### src/rtl/board_game_pkg.sv
// Shared types for the N x N, K-in-a-row game controller: FSM state codes,
// cell encodings and winner encodings.
package board_game_pkg;

    typedef enum logic [3:0] {
        IDLE    = 4'd0,
        P1_TURN = 4'd1,
        P2_TURN = 4'd2,
        CHECK   = 4'd3,
        WIN     = 4'd4,
        DRAW    = 4'd5
    } state_t;

    typedef logic [1:0] cell_t;

    localparam cell_t EMPTY = 2'b00;
    localparam cell_t P1    = 2'b01;
    localparam cell_t P2    = 2'b10;

    localparam logic [1:0] WINNER_NONE = 2'b00;
    localparam logic [1:0] WINNER_P1   = 2'b01;
    localparam logic [1:0] WINNER_P2   = 2'b10;

endpackage

### src/rtl/board_game_line_checker.sv
// Purpose: flags any horizontal, vertical, diagonal or anti-diagonal run of K cells owned by player.
// Latency: purely combinational. Backpressure: none, evaluated continuously on the registered board.
module line_checker
    import board_game_pkg::*;
#(
    parameter int N = 3,
    parameter int K = 3
) (
    input  logic [2*N*N-1:0] board,
    input  cell_t            player,
    output logic             win
);

    logic [N*N-1:0] hit;
    logic           run;

    for (genvar i = 0; i < N*N; i++) begin : g_hit
        assign hit[i] = (board[2*i +: 2] == player);
    end

    // Loop bounds keep every window inside the board, so no index ever leaves the array.
    always_comb begin
        win = 1'b0;
        run = 1'b0;
        for (int r = 0; r < N; r++) begin
            for (int c = 0; c <= N - K; c++) begin
                run = 1'b1;
                for (int k = 0; k < K; k++) run &= hit[r*N + c + k];
                win |= run;
            end
        end
        for (int r = 0; r <= N - K; r++) begin
            for (int c = 0; c < N; c++) begin
                run = 1'b1;
                for (int k = 0; k < K; k++) run &= hit[(r + k)*N + c];
                win |= run;
            end
        end
        for (int r = 0; r <= N - K; r++) begin
            for (int c = 0; c <= N - K; c++) begin
                run = 1'b1;
                for (int k = 0; k < K; k++) run &= hit[(r + k)*N + c + k];
                win |= run;
            end
        end
        for (int r = 0; r <= N - K; r++) begin
            for (int c = K - 1; c < N; c++) begin
                run = 1'b1;
                for (int k = 0; k < K; k++) run &= hit[(r + k)*N + c - k];
                win |= run;
            end
        end
    end

endmodule

### src/rtl/board_game_ctrl.sv
// Purpose: two-player N x N board game controller (board, cursor, turns, turn timer, win/draw); BOARD_GAME_AUTOMOVE_EN auto-places on timeout.
// Latency: button edge acted on at the next clk edge; CHECK adds one cycle after each placement.
// Backpressure: none; button events outside the states that use them are dropped.
module board_game_ctrl
    import board_game_pkg::*;
#(
    parameter int N            = 3,
    parameter int K            = 3,
    parameter int CLK_HZ       = 50_000_000,
    parameter int TURN_SECONDS = 15
) (
    input  logic                    clk,
    input  logic                    rst,
    input  logic                    start,
    input  logic                    move_next,
    input  logic                    place,
    output logic [2*N*N-1:0]        board,
    output logic [$clog2(N*N)-1:0]  cursor,
    output logic [3:0]              state,
    output logic                    led_p1,
    output logic                    led_p2,
    output logic [7:0]              timer_count,
    output logic [1:0]              winner,
    output logic                    illegal_move
);

    localparam int CELLS = N*N;
    localparam int CW    = $clog2(CELLS);
    localparam int PW    = (CLK_HZ > 1) ? $clog2(CLK_HZ) : 1;
    localparam logic [CW-1:0] LAST_CELL   = CW'(CELLS - 1);
    localparam logic [PW-1:0] PRESC_MAX   = PW'(CLK_HZ - 1);
    localparam logic [7:0]    TURN_RELOAD = 8'(TURN_SECONDS);

    state_t            state_q, state_d;
    logic [2*CELLS-1:0] board_q, board_d;
    logic [CW-1:0]     cursor_q, cursor_d;
    logic [1:0]        winner_q, winner_d;
    logic [7:0]        timer_q, timer_d;
    logic [PW-1:0]     presc_q, presc_d;
    cell_t             mover_q, mover_d;
    logic              illegal_q, illegal_d;
    logic              start_q, next_q, place_q;

    logic   start_ev, next_ev, place_ev;
    logic   tick, timeout, full, line_win;
    cell_t  turn_mark, cur_cell;

    assign start_ev  = start & ~start_q;
    assign next_ev   = move_next & ~next_q;
    assign place_ev  = place & ~place_q;
    assign tick      = (presc_q == PRESC_MAX);
    assign timeout   = tick && (timer_q == 8'd0);
    assign turn_mark = (state_q == P1_TURN) ? P1 : P2;
    assign cur_cell  = board_q[2*cursor_q +: 2];

    always_comb begin
        full = 1'b1;
        for (int i = 0; i < CELLS; i++) begin
            if (board_q[2*i +: 2] == EMPTY) full = 1'b0;
        end
    end

`ifdef BOARD_GAME_AUTOMOVE_EN
    logic [CW-1:0] auto_idx;

    always_comb begin
        auto_idx = '0;
        for (int i = CELLS - 1; i >= 0; i--) begin
            if (board_q[2*i +: 2] == EMPTY) auto_idx = CW'(i);
        end
    end
`endif

    line_checker #(.N(N), .K(K)) u_line_checker (
        .board  (board_q),
        .player (mover_q),
        .win    (line_win)
    );

    always_comb begin
        state_d   = state_q;
        board_d   = board_q;
        cursor_d  = cursor_q;
        winner_d  = winner_q;
        timer_d   = timer_q;
        presc_d   = presc_q;
        mover_d   = mover_q;
        illegal_d = 1'b0;

        case (state_q)
            IDLE, WIN, DRAW: ;
            P1_TURN, P2_TURN: begin
                presc_d = tick ? '0 : presc_q + 1'b1;
                if (tick && timer_q != 8'd0) timer_d = timer_q - 8'd1;
                if (place_ev) begin
                    if (cur_cell == EMPTY) begin
                        board_d[2*cursor_q +: 2] = turn_mark;
                        mover_d = turn_mark;
                        state_d = CHECK;
                    end else begin
                        illegal_d = 1'b1;
                    end
                end else if (timeout) begin
`ifdef BOARD_GAME_AUTOMOVE_EN
                    board_d[2*auto_idx +: 2] = turn_mark;
                    mover_d = turn_mark;
                    state_d = CHECK;
`else
                    state_d = (state_q == P1_TURN) ? P2_TURN : P1_TURN;
                    timer_d = TURN_RELOAD;
                    presc_d = '0;
`endif
                end else if (next_ev) begin
                    cursor_d = (cursor_q == LAST_CELL) ? '0 : cursor_q + 1'b1;
                end
            end
            CHECK: begin
                if (line_win) begin
                    state_d  = WIN;
                    winner_d = mover_q;
                end else if (full) begin
                    state_d = DRAW;
                end else begin
                    state_d = (mover_q == P1) ? P2_TURN : P1_TURN;
                    timer_d = TURN_RELOAD;
                    presc_d = '0;
                end
            end
            default: state_d = IDLE;
        endcase

        // A new game overrides whatever the turn logic decided this cycle.
        if (start_ev && state_q inside {IDLE, P1_TURN, P2_TURN, WIN, DRAW}) begin
            state_d   = P1_TURN;
            board_d   = '0;
            cursor_d  = '0;
            winner_d  = WINNER_NONE;
            timer_d   = TURN_RELOAD;
            presc_d   = '0;
            illegal_d = 1'b0;
        end
    end

    always_ff @(posedge clk) begin
        if (rst) begin
            state_q   <= IDLE;
            board_q   <= '0;
            cursor_q  <= '0;
            winner_q  <= WINNER_NONE;
            timer_q   <= TURN_RELOAD;
            presc_q   <= '0;
            mover_q   <= EMPTY;
            illegal_q <= 1'b0;
            start_q   <= 1'b0;
            next_q    <= 1'b0;
            place_q   <= 1'b0;
        end else begin
            state_q   <= state_d;
            board_q   <= board_d;
            cursor_q  <= cursor_d;
            winner_q  <= winner_d;
            timer_q   <= timer_d;
            presc_q   <= presc_d;
            mover_q   <= mover_d;
            illegal_q <= illegal_d;
            start_q   <= start;
            next_q    <= move_next;
            place_q   <= place;
        end
    end

    assign board        = board_q;
    assign cursor       = cursor_q;
    assign state        = state_q;
    assign led_p1       = (state_q == P1_TURN);
    assign led_p2       = (state_q == P2_TURN);
    assign timer_count  = timer_q;
    assign winner       = winner_q;
    assign illegal_move = illegal_q;

endmodule
### config.mk
export PLATFORM = sky130hd
export DESIGN_NAME = board_game_ctrl
export DESIGN_NICKNAME = d
export VERILOG_FILES = /design/src/rtl/board_game_pkg.sv /design/src/rtl/board_game_line_checker.sv /design/src/rtl/board_game_ctrl.sv
export SDC_FILE = /design/constraint.sdc
export NUM_CORES = 1
export LEC_CHECK = 0
export ABC_CLOCK_PERIOD_IN_PS = 2900
export CORE_MARGIN = 1.5
export CORE_UTILIZATION = 30
export DETAILED_ROUTE_END_ITERATION = 8
export SETUP_SLACK_MARGIN = 0.1
export SLEW_MARGIN = 30
export SYNTH_ARGS = -nofsm -noshare
export SYNTH_HDL_FRONTEND = slang
export SYNTH_SLANG_ARGS = --single-unit
### constraint.sdc
create_clock -name clk -period 2.9 [get_ports clk]
set_input_delay 0.435 -clock clk [delete_from_list [all_inputs] [get_ports clk]]
set_output_delay 0.435 -clock clk [all_outputs]
set_load 0.01 [all_outputs]
### Word-level counts from Yosys, hierarchy flattened

Cells that the tools add are included.
Widths: inputs -> output; s select.

| operators by class | value |
|---|---|
| add/sub/neg operators | 4 |
| $mul | 0 |
| div/mod/pow operators | 0 |
| $lt $le $gt $ge | 0 |
| eq/ne operators | 24 |
| shift-type cells | 3 |
| multiplexer cells | 34 |
| bitwise operators | 33 |
| reductions and logical operators | 28 |

Operator list:

| cell | number |
|---|---|
| $mux 26 | 5 |
| $pmux 26 s2 | 1 |
| $mux 8 | 5 |
| $neg 5->34 | 1 |
| $shift 2x34->18 const A | 1 |
| $shiftx 2x34->18 | 1 |
| $add 26x1->26 const B | 1 |
| $eq 26x26->1 const B | 1 |
| $logic_not 2->1 | 10 |
| $and 1x1->1 | 19 |
| $bwmux 18 | 1 |
| $eq 2x2->1 | 9 |
| $shiftx 18x6->2 | 1 |
| $mux 4 | 4 |
| $pmux 8 s2 | 1 |
| $pmux 4 s3 | 1 |
| $reduce_and 3->1 | 4 |
| $mux 1 | 11 |
| $eq 4x2->1 const B | 2 |
| $eq 4x3->1 const B | 2 |
| $logic_not 8->1 | 1 |
| $ne 4x4->1 const B | 2 |
| $reduce_bool 8->1 | 1 |
| $sub 8x1->8 const B | 1 |
| other kinds (19) | 40 |

| storage, ports and cells | value |
|---|---|
| flip-flop bits (word level) | 68 |
| latch bits | 0 |
| bits in writable memories | 0 |
| memory bits (read-only) | 0 |
| input bits | 5 |
| output and inout port bits | 39 |
| memories | 0 |

### Longest topological paths before layout

Gate-level depths: netlist (run 1).

| depth | value |
|---|---|
| depth in word-level cells | 14 |
| depth in mapped cells | 10 |
| depth with buffers taken out | 8 |

### Modules after synthesis

From an unflattened synthesis (run 1), not the netlist that was laid out.

| second synthesis, totals | value |
|---|---|
| cells, all modules | 520 |
| area total of the unflattened synthesis | 4,201.5 um^2 |

By module, submodules not included:

| module | instances | cells each | area an instance (um^2) | seq. area each (um^2) |
|---|---|---|---|---|
| board_game_ctrl | 1 | 467 | 3,837.4 | 1,341.3 |
| line_checker | 1 | 53 | 364.1 | 0.0 |

### Worst setup path after synthesis (run 1)

No wires, ideal clock.

| timing | value |
|---|---|
| path kind | register to register |
| from | register cursor_q[0] (netlist: cursor[0]) |
| to | register board_q[15] (netlist: board[15]) |
| library setup time | 0.117 ns |
| arrival | 2.250 ns |
| slack | 0.532 ns |
| stages on the path, launching flop included | 10 |
| clock period less this slack | 2.368 ns |
| cells stage by stage | dfxtp_1 clkbuf_1 inv_1 mux4_2 a221oi_1 nor3_1 clkbuf_1 and3b_1 nand2_1 a32o_1 |

| on the way | value |
|---|---|
| longest elaborated chain between the ends | 3 |

Ends and longest elaborated chain:

| element | RTL line | source |
|---|---|---|
| start, declared | board_game_ctrl.sv:36 | `logic [CW-1:0] cursor_q, cursor_d;` |
| start signal, assigned | board_game_ctrl.sv:160 | `cursor_q <= cursor_d;` |
| $neg 5->34 or $shiftx 18x6->2 (tied branches) | board_game_ctrl.sv:97, board_game_ctrl.sv:54 |  |
| $shiftx 2x34->18 (tied with other cells) | board_game_ctrl.sv:97 | `board_d[2*cursor_q +: 2] = turn_mark;` |
| $bwmux 18 or $reduce_and 3->1 (tied branches) | -- |  |
| end signal, assigned | board_game_ctrl.sv:159 | `board_q <= board_d;` |
| end, declared | board_game_ctrl.sv:35 | `logic [2*CELLS-1:0] board_q, board_d;` |

Several ways; a longest one is shown, not always the timed one.
A chain may end at the register's enable or synchronous reset.

### Final worst setup path (run 1)

| timing | value |
|---|---|
| from | register board_q[2] (netlist: board[2]) |
| to | register timer_q[1] (netlist: timer_count[1]) |

| on the way | value |
|---|---|
| longest elaborated chain between the ends | 12 |

Ends and longest elaborated chain:

| element | RTL line | source |
|---|---|---|
| $eq 2x2->1 | board_game_line_checker.sv:18 | `assign hit[i] = (board[2*i +: 2] == player);` |
| $and 1x1->1 (2 in series) | board_game_line_checker.sv:28 | `for (int k = 0; k < K; k++) run &= hit[r*N + c + k];` |
| $or 1x1->1 (2 in series) | board_game_line_checker.sv:29 | `win \|= run;` |
| $or 1x1->1 (3 in series) | board_game_line_checker.sv:36 | `win \|= run;` |
| $or 1x1->1 | board_game_line_checker.sv:43 | `win \|= run;` |
| $or 1x1->1 | board_game_line_checker.sv:50 | `win \|= run;` |
| $ne 2x2->1 (no source line) | -- |  |
| $reduce_and 3->1 (no source line) * | -- |  |
| end signal, assigned | board_game_ctrl.sv:162 | `timer_q <= timer_d;` |
| end, declared | board_game_ctrl.sv:38 | `logic [7:0] timer_q, timer_d;` |

Mark *: on every way between the ends. The rest lies on a longest branch, timed or not.

==> results.json, run 1 <==
{
  "dpl.hpwl_mm": 8.69,
  "cts.clk_slew.worst_paths_ns": 0.06,
  "dieWidth_um": 119,
  "root_buffer": "clkbuf_16",
  "switching_share": 0.238,
  "ys_seq_elements": 67,
  "gr-total-overflow": 0,
  "power_density_nw_per_um2": 483,
  "power.share.sequential": 0.385,
  "htreeDepth": 3,
  "grt_max_degree": 24,
  "numCtsBuffers": 9,
  "crit_fanout": 18,
  "syn_to_final_growth_pct": 25.5,
  "wl_per_cell_um": 16.2,
  "pwr-share-clk": 0.529,
  "crit_chain": "nor2_1, or4_1, nor4b_2, nor2_1, a21oi_4, nor2_1, o31a_1",
  "end_kind": "flip-flop",
  "worstRegToRegCells": 7,
  "synthArstFlopShare": 0,
  "grt_pass1_wl_mm": 19.7,
  "cts_max_path_buffers": 2,
  "fin_ws_ns": 0.297,
  "die_y_um": 119,
  "gp_congestion": 0.853,
  "syn_avg_cell_area_um2": 7.81,
  "post_cts_buffers": 0,
  "hold_path.class": "reg -> reg",
  "yosys_warnings": 0,
  "whs_path_depth": 1,
  "slew_violations": 0,
  "core_area_um2": 13200,
  "max_cap_viol_count": 0,
  "crit_path_frequent_cell": "nor2_1",
  "setup_viol": 0,
  "place_ws_ns": 0.131,
  "drt_iter0_markers": 334,
  "io_pins": 44,
  "num_antenna_cells": 0,
  "final_common_cell": "dfxtp_1",
  "drive_gt1_frac": 0.102,
  "worst_ep_required_time_ns": 3.12,
  "finalWirelength_mm": 12.1,
  "port_buffers": 42,
  "hold_start": "presc_q[10]",
  "ant_nets": 0,
  "crit_arrival_ns": 2.82,
  "synth_edf_count": 0,
  "period_minus_slack_ns": 2.60,
  "cts.sinks": 67,
  "cts_tree": "yes",
  "vdd_drop_max_uv": 306,
  "dp.cells": 729,
  "worst_path_largest_cell_delay_ns": 0.53,
  "p_leak_uw": 0.00179,
  "status": "finished, final reports clean",
  "cpMaxStageDelayCell": "or4_1",
  "netlist_area_um2": 4050,
  "track_usage": 0.171,
  "layout_common_cells": "dfxtp_1, nor2_1, nand2_1, clkdlybuf4s50_1, o21ai_0",
  "yosysSeqAreaShare": 0.331,
  "pwr-share-comb": 0.086,
  "syn_inst": 518,
  "vias": 4222,
  "rows": 42,
  "tightest_slew_ns": 0.694,
  "power.switching_uw": 584,
  "drc": 0,
  "start_util": 0.307,
  "critPathLaunch": "board[2]",
  "ys.flop_type": "dfxtp_1",
  "criticalPathCategory": "reg -> reg",
  "worstHoldEndpoint": "presc_q[10]",
  "start_kind": "flip-flop",
  "rrSetupSlack_ns": 0.30,
  "first_pass_iters": 6,
  "die_area_um2": 14200,
  "synth_nets": 532,
  "synth_cell_types": 66,
  "nets": 578,
  "power.total_uw": 2450,
  "fin_cells": 745,
  "tns_ns": 0,
  "min_period_over_period": 0.898,
  "slew_headroom": 0.535,
  "fmax_mhz": 384,
  "rsz0062_at_grt": "no",
  "clock_skew_ns": 0.00499,
  "grt_pass1_vias": 3844,
  "p_int_uw": 1870,
  "regToRegEndpoint": "timer_count[1]",
  "crit_family": "simple AND/OR/NAND/NOR gates",
  "critPathBufInv": 0,
  "hold_viol": 0,
  "r2r-start": "board[2]",
  "clock_latency_ns": 0.33,
  "n_fill_cell": 1321,
  "via_per_inst": 5.67,
  "antenna_found_initial": 0
}
## metal layers
| layer | global-route usage | part of all wire | up-vias | wire, µm |
|---|---|---|---|---|
| met5 | 0 | 0 | - | 0 |
| met2 | 0.284 | 0.48 | 136 | 5850 |
| met1 | 0.220 | 0.45 | 2038 | 5430 |
| met3 | 0.0378 | 0.051 | 19 | 612 |
| met4 | 0.0565 | 0.017 | 0 | 201 |
| li1 | - | - | 2029 | - |
## cell usage after synthesis, types with 6 or more instances
cell type	count	area, µm²
inv_1	10	37.5
nor4_1	12	75.1
o31ai_1	8	60.1
nand3_1	16	80.1
o22ai_1	11	68.8
nor2b_1	9	56.3
nor2_1	52	195
mux2i_1	9	90.1
o21ai_0	35	175
and3_1	18	113
dfxtp_1	67	1340
nor3_1	31	155
a31oi_1	13	81.3
a21oi_1	31	155
a32o_1	6	60.1
buf_2	8	40.0
nand2b_1	8	50.1
nand4_1	11	68.8
clkbuf_1	17	63.8
ha_1	9	113
nand2_1	49	184
## state kept, by name (all words and copies together) (netlist names), 2 cells and up
name,flops
cursor,4
board,18
timer_count,8
presc_q,26
mover_q,2
state,3
winner,2
## logic make-up after synthesis
group | count (synthesis) | synth area share
AO/OA/AOI/OAI | 138 | 0.220
XOR/XNOR | 10 | 0.0216
adder cells (fa/ha/maj) | 9 | 0.0278
buffers and inverters | 38 | 0.0396
flip-flops | 67 | 0.331
multiplexers | 11 | 0.0334
other | 1 | 0.000926
AND/OR/NAND/NOR | 244 | 0.325
## per-stage QoR
step	area (µm²)	util	hold slack (ns)
5_1_grt	5080	0.385	0.522
6_report	5080	0.385	0.494
3_3_place_gp	4730	0.358	0.459
3_5_place_dp	4730	0.358	0.478
2_1_floorplan	4050	-	0.449
4_1_cts	5080	0.385	0.491
## worst reg2reg max path, cell delays in order (launching register included)
cell	delay (ns)
dfxtp_1	0.44
nor2_1	0.09
or4_1	0.53
nor4b_2	0.42
nor2_1	0.19
a21oi_4	0.46
nor2_1	0.10
o31a_1	0.25
## cell type report
type | count | area [µm²] | share of cell area
Multi-Input combinational cell | 413 | 2550 | 0.502
Sequential cell | 67 | 1340 | 0.264
Timing Repair Buffer | 63 | 578 | 0.114
Clock buffer | 10 | 239 | 0.0470
Tap cell | 176 | 220 | 0.0433
Clock inverter | 6 | 113 | 0.0222
Inverter | 10 | 37.5 | 0.00739
## power by group through the flow
stage / combinational, µW / clock [µW] / sequential [µW]
after floorplan: 139 / 0 / 956
after global placement: 206 / 0 / 963
after detailed placement: 210 / 0 / 964
after CTS: 210 / 1320 / 944
after global routing: 230 / 1350 / 946
final: 212 / 1300 / 944
## what timing repair did
item                                    in CTS  in global routing
endpoints found under the hold margin        0                  0
endpoints found under the setup margin       0                 15
gates resized for setup                      0                  2
hold buffers                                 0                  0
## worst max-delay path by stage
stage                                 to  slack, ns  cells past startpoint
after floorplan                board[15]       0.53                      9
after global placement       presc_q[23]       0.28                      7
after detailed placement     presc_q[21]       0.13                      7
after CTS                    presc_q[21]       0.13                      7
after global routing            board[2]       0.11                      7
final                     timer_count[1]       0.30                      7
Power figures use the tool's default switching activity.
==> inputs of run 2 (changes only) <==
--- a/config.mk
+++ b/config.mk
@@ -7,8 +7,9 @@
 export LEC_CHECK = 0
 export ABC_CLOCK_PERIOD_IN_PS = 2900
 export CORE_MARGIN = 1.5
-export CORE_UTILIZATION = 30
+export CORE_UTILIZATION = 55
 export DETAILED_ROUTE_END_ITERATION = 8
+export PLACE_DENSITY = 0.78
 export SETUP_SLACK_MARGIN = 0.1
 export SLEW_MARGIN = 30
 export SYNTH_ARGS = -nofsm -noshare
==> run 2 against run 1 <==
  * Utilization grew 29 points
  * Maximum frequency shrank 3.0%
  * Combinational power is essentially flat
  * Worst setup slack lost 0.081 ns
  * Critical path type unchanged
  * Highest routed layer unchanged
==> results.json, run 2 (synthesis results as in run 1) <==
{
  "vias": 4262,
  "clock_latency_ns": 0.35,
  "power_density_nw_per_um2": 406,
  "n_fill_cell": 614,
  "drt_iter0_markers": 368,
  "crit_chain": "nor2_1, or4_1, nor4b_2, nor2_1, a21oi_4, nor2_1, o31a_1",
  "vdd_drop_max_uv": 294,
  "slew_headroom": 0.429,
  "syn_to_final_growth_pct": 19.6,
  "cpMaxStageDelayCell": "or4_1",
  "grt_pass1_wl_mm": 18.9,
  "crit_fanout": 18,
  "tightest_slew_ns": 0.853,
  "via_per_inst": 6.38,
  "clock_skew_ns": 0.0178,
  "htreeDepth": 3,
  "ant_nets": 0,
  "period_minus_slack_ns": 2.68,
  "place_ws_ns": 0.159,
  "num_antenna_cells": 0,
  "dp.cells": 651,
  "cts.clk_slew.worst_paths_ns": 0.08,
  "top_register": "presc_q",
  "regToRegEndpoint": "timer_count[1]",
  "hold_start": "winner[0]",
  "gr-total-overflow": 0,
  "cts_max_path_buffers": 2,
  "worstHoldEndpoint": "winner[0]",
  "criticalPathCategory": "reg -> reg",
  "antenna_found_initial": 0,
  "fin_ws_ns": 0.216,
  "die_y_um": 88.8,
  "core_area_um2": 7180,
  "min_period_over_period": 0.925,
  "start_kind": "flip-flop",
  "grt_max_degree": 24,
  "hold_path.class": "reg -> reg",
  "ctsHoldBuffers": 0,
  "rows": 31,
  "fmax_mhz": 373,
  "grt_pass1_vias": 3853,
  "post-route-util": 0.675,
  "die_area_um2": 7880,
  "final_common_cell": "dfxtp_1",
  "hold_ws_ns": 0.493,
  "wl_per_cell_um": 17.6,
  "root_buffer": "clkbuf_8",
  "crit_arrival_ns": 2.93,
  "drc": 0,
  "layout_common_cells": "dfxtp_1, nor2_1, nand2_1, clkdlybuf4s50_1, o21ai_0",
  "cts.sinks": 67,
  "status": "finished, final reports clean",
  "rrSetupSlack_ns": 0.22,
  "r2r-start": "board[2]",
  "setup_viol": 0,
  "port_buffers": 42,
  "start_util": 0.564,
  "worst_ep_required_time_ns": 3.15,
  "track_usage": 0.310,
  "fin_cells": 668,
  "finalWirelength_mm": 11.7,
  "dpl.hpwl_mm": 8.36,
  "worst_path_largest_cell_delay_ns": 0.55,
  "slew_violations": 0,
  "worstRegToRegCells": 7,
  "gp_congestion": 0.959,
  "p_leak_uw": 0.00173,
  "hold_viol": 0,
  "tns_ns": 0,
  "nets": 579,
  "first_pass_iters": 6,
  "end_kind": "flip-flop",
  "cts_tree": "yes",
  "max_cap_viol_count": 0,
  "drive_gt1_frac": 0.102,
  "io_pins": 44,
  "crit_path_frequent_cell": "nor2_1",
  "whs_path_depth": 2,
  "rsz0062_at_grt": "no",
  "largest_reg_flops": 26,
  "dieWidth_um": 88.8,
  "critPathLaunch": "board[2]",
  "numCtsBuffers": 9
}
run 2: changes by cell type in the layout (fill, tap and decap cells not counted):
cell / delta
buf_4: +1
clkbuf_16: -9
clkinv_2: +1
bufinv_16: -2
clkinvlp_4: -1
clkbuf_8: +10
run 2: what timing repair did:
action,CTS,global route
resized for setup,0,2
endpoints found under the setup margin,0,17
buffers inserted,0,2
run 2: stage by stage:
stage / cell area (µm²) / power, µW
after detailed placement: 4620 / 1170
final: 4840 / 1970
after global routing: 4840 / 2030
after floorplan: 4050 / 1090
after CTS: 4820 / 1960
after global placement: 4620 / 1170
run 2: power breakdown:
part / internal (µW) / switching [µW] / total, µW
logic: 77.0 / 138 / 215
registers: 928 / 16.6 / 944
clock network: 438 / 369 / 807
run 2: area by class of cell:
class,count,area (µm²),share of cell area
Clock buffer,11,151,0.0313
Clock inverter,4,50.0,0.0103
Inverter,10,37.5,0.00775
Multi-Input combinational cell,413,2550,0.527
Sequential cell,67,1340,0.278
Tap cell,99,124,0.0256
Timing Repair Buffer,64,586,0.121
run 2: critical path: cells and delay by family, from the launching register on:
| family | cells | cell delay (ns) |
|---|---|---|
| AND/OR/NAND/NOR | 5 | 1.39 |
| AO/OA/AOI/OAI | 2 | 0.70 |
| flip-flops | 1 | 0.50 |
run 2: worst max path at each step:
stage	endpoint	slack, ns	cells after the start
after floorplan	board[15]	0.53	9
after global placement	presc_q[17]	0.19	7
after detailed placement	presc_q[17]	0.16	7
after CTS	presc_q[17]	0.14	7
after global routing	board[15]	0.11	7
final	timer_count[1]	0.22	7
run 2: per-layer routing:
layer / vias to the layer above / share of wire / GRT usage
met5: - / 0 / 0
met4: 0 / 0.016 / 0.0994
met3: 22 / 0.075 / 0.0634
met2: 197 / 0.47 / 0.503
met1: 2011 / 0.43 / 0.414
li1: 2032 / - / -
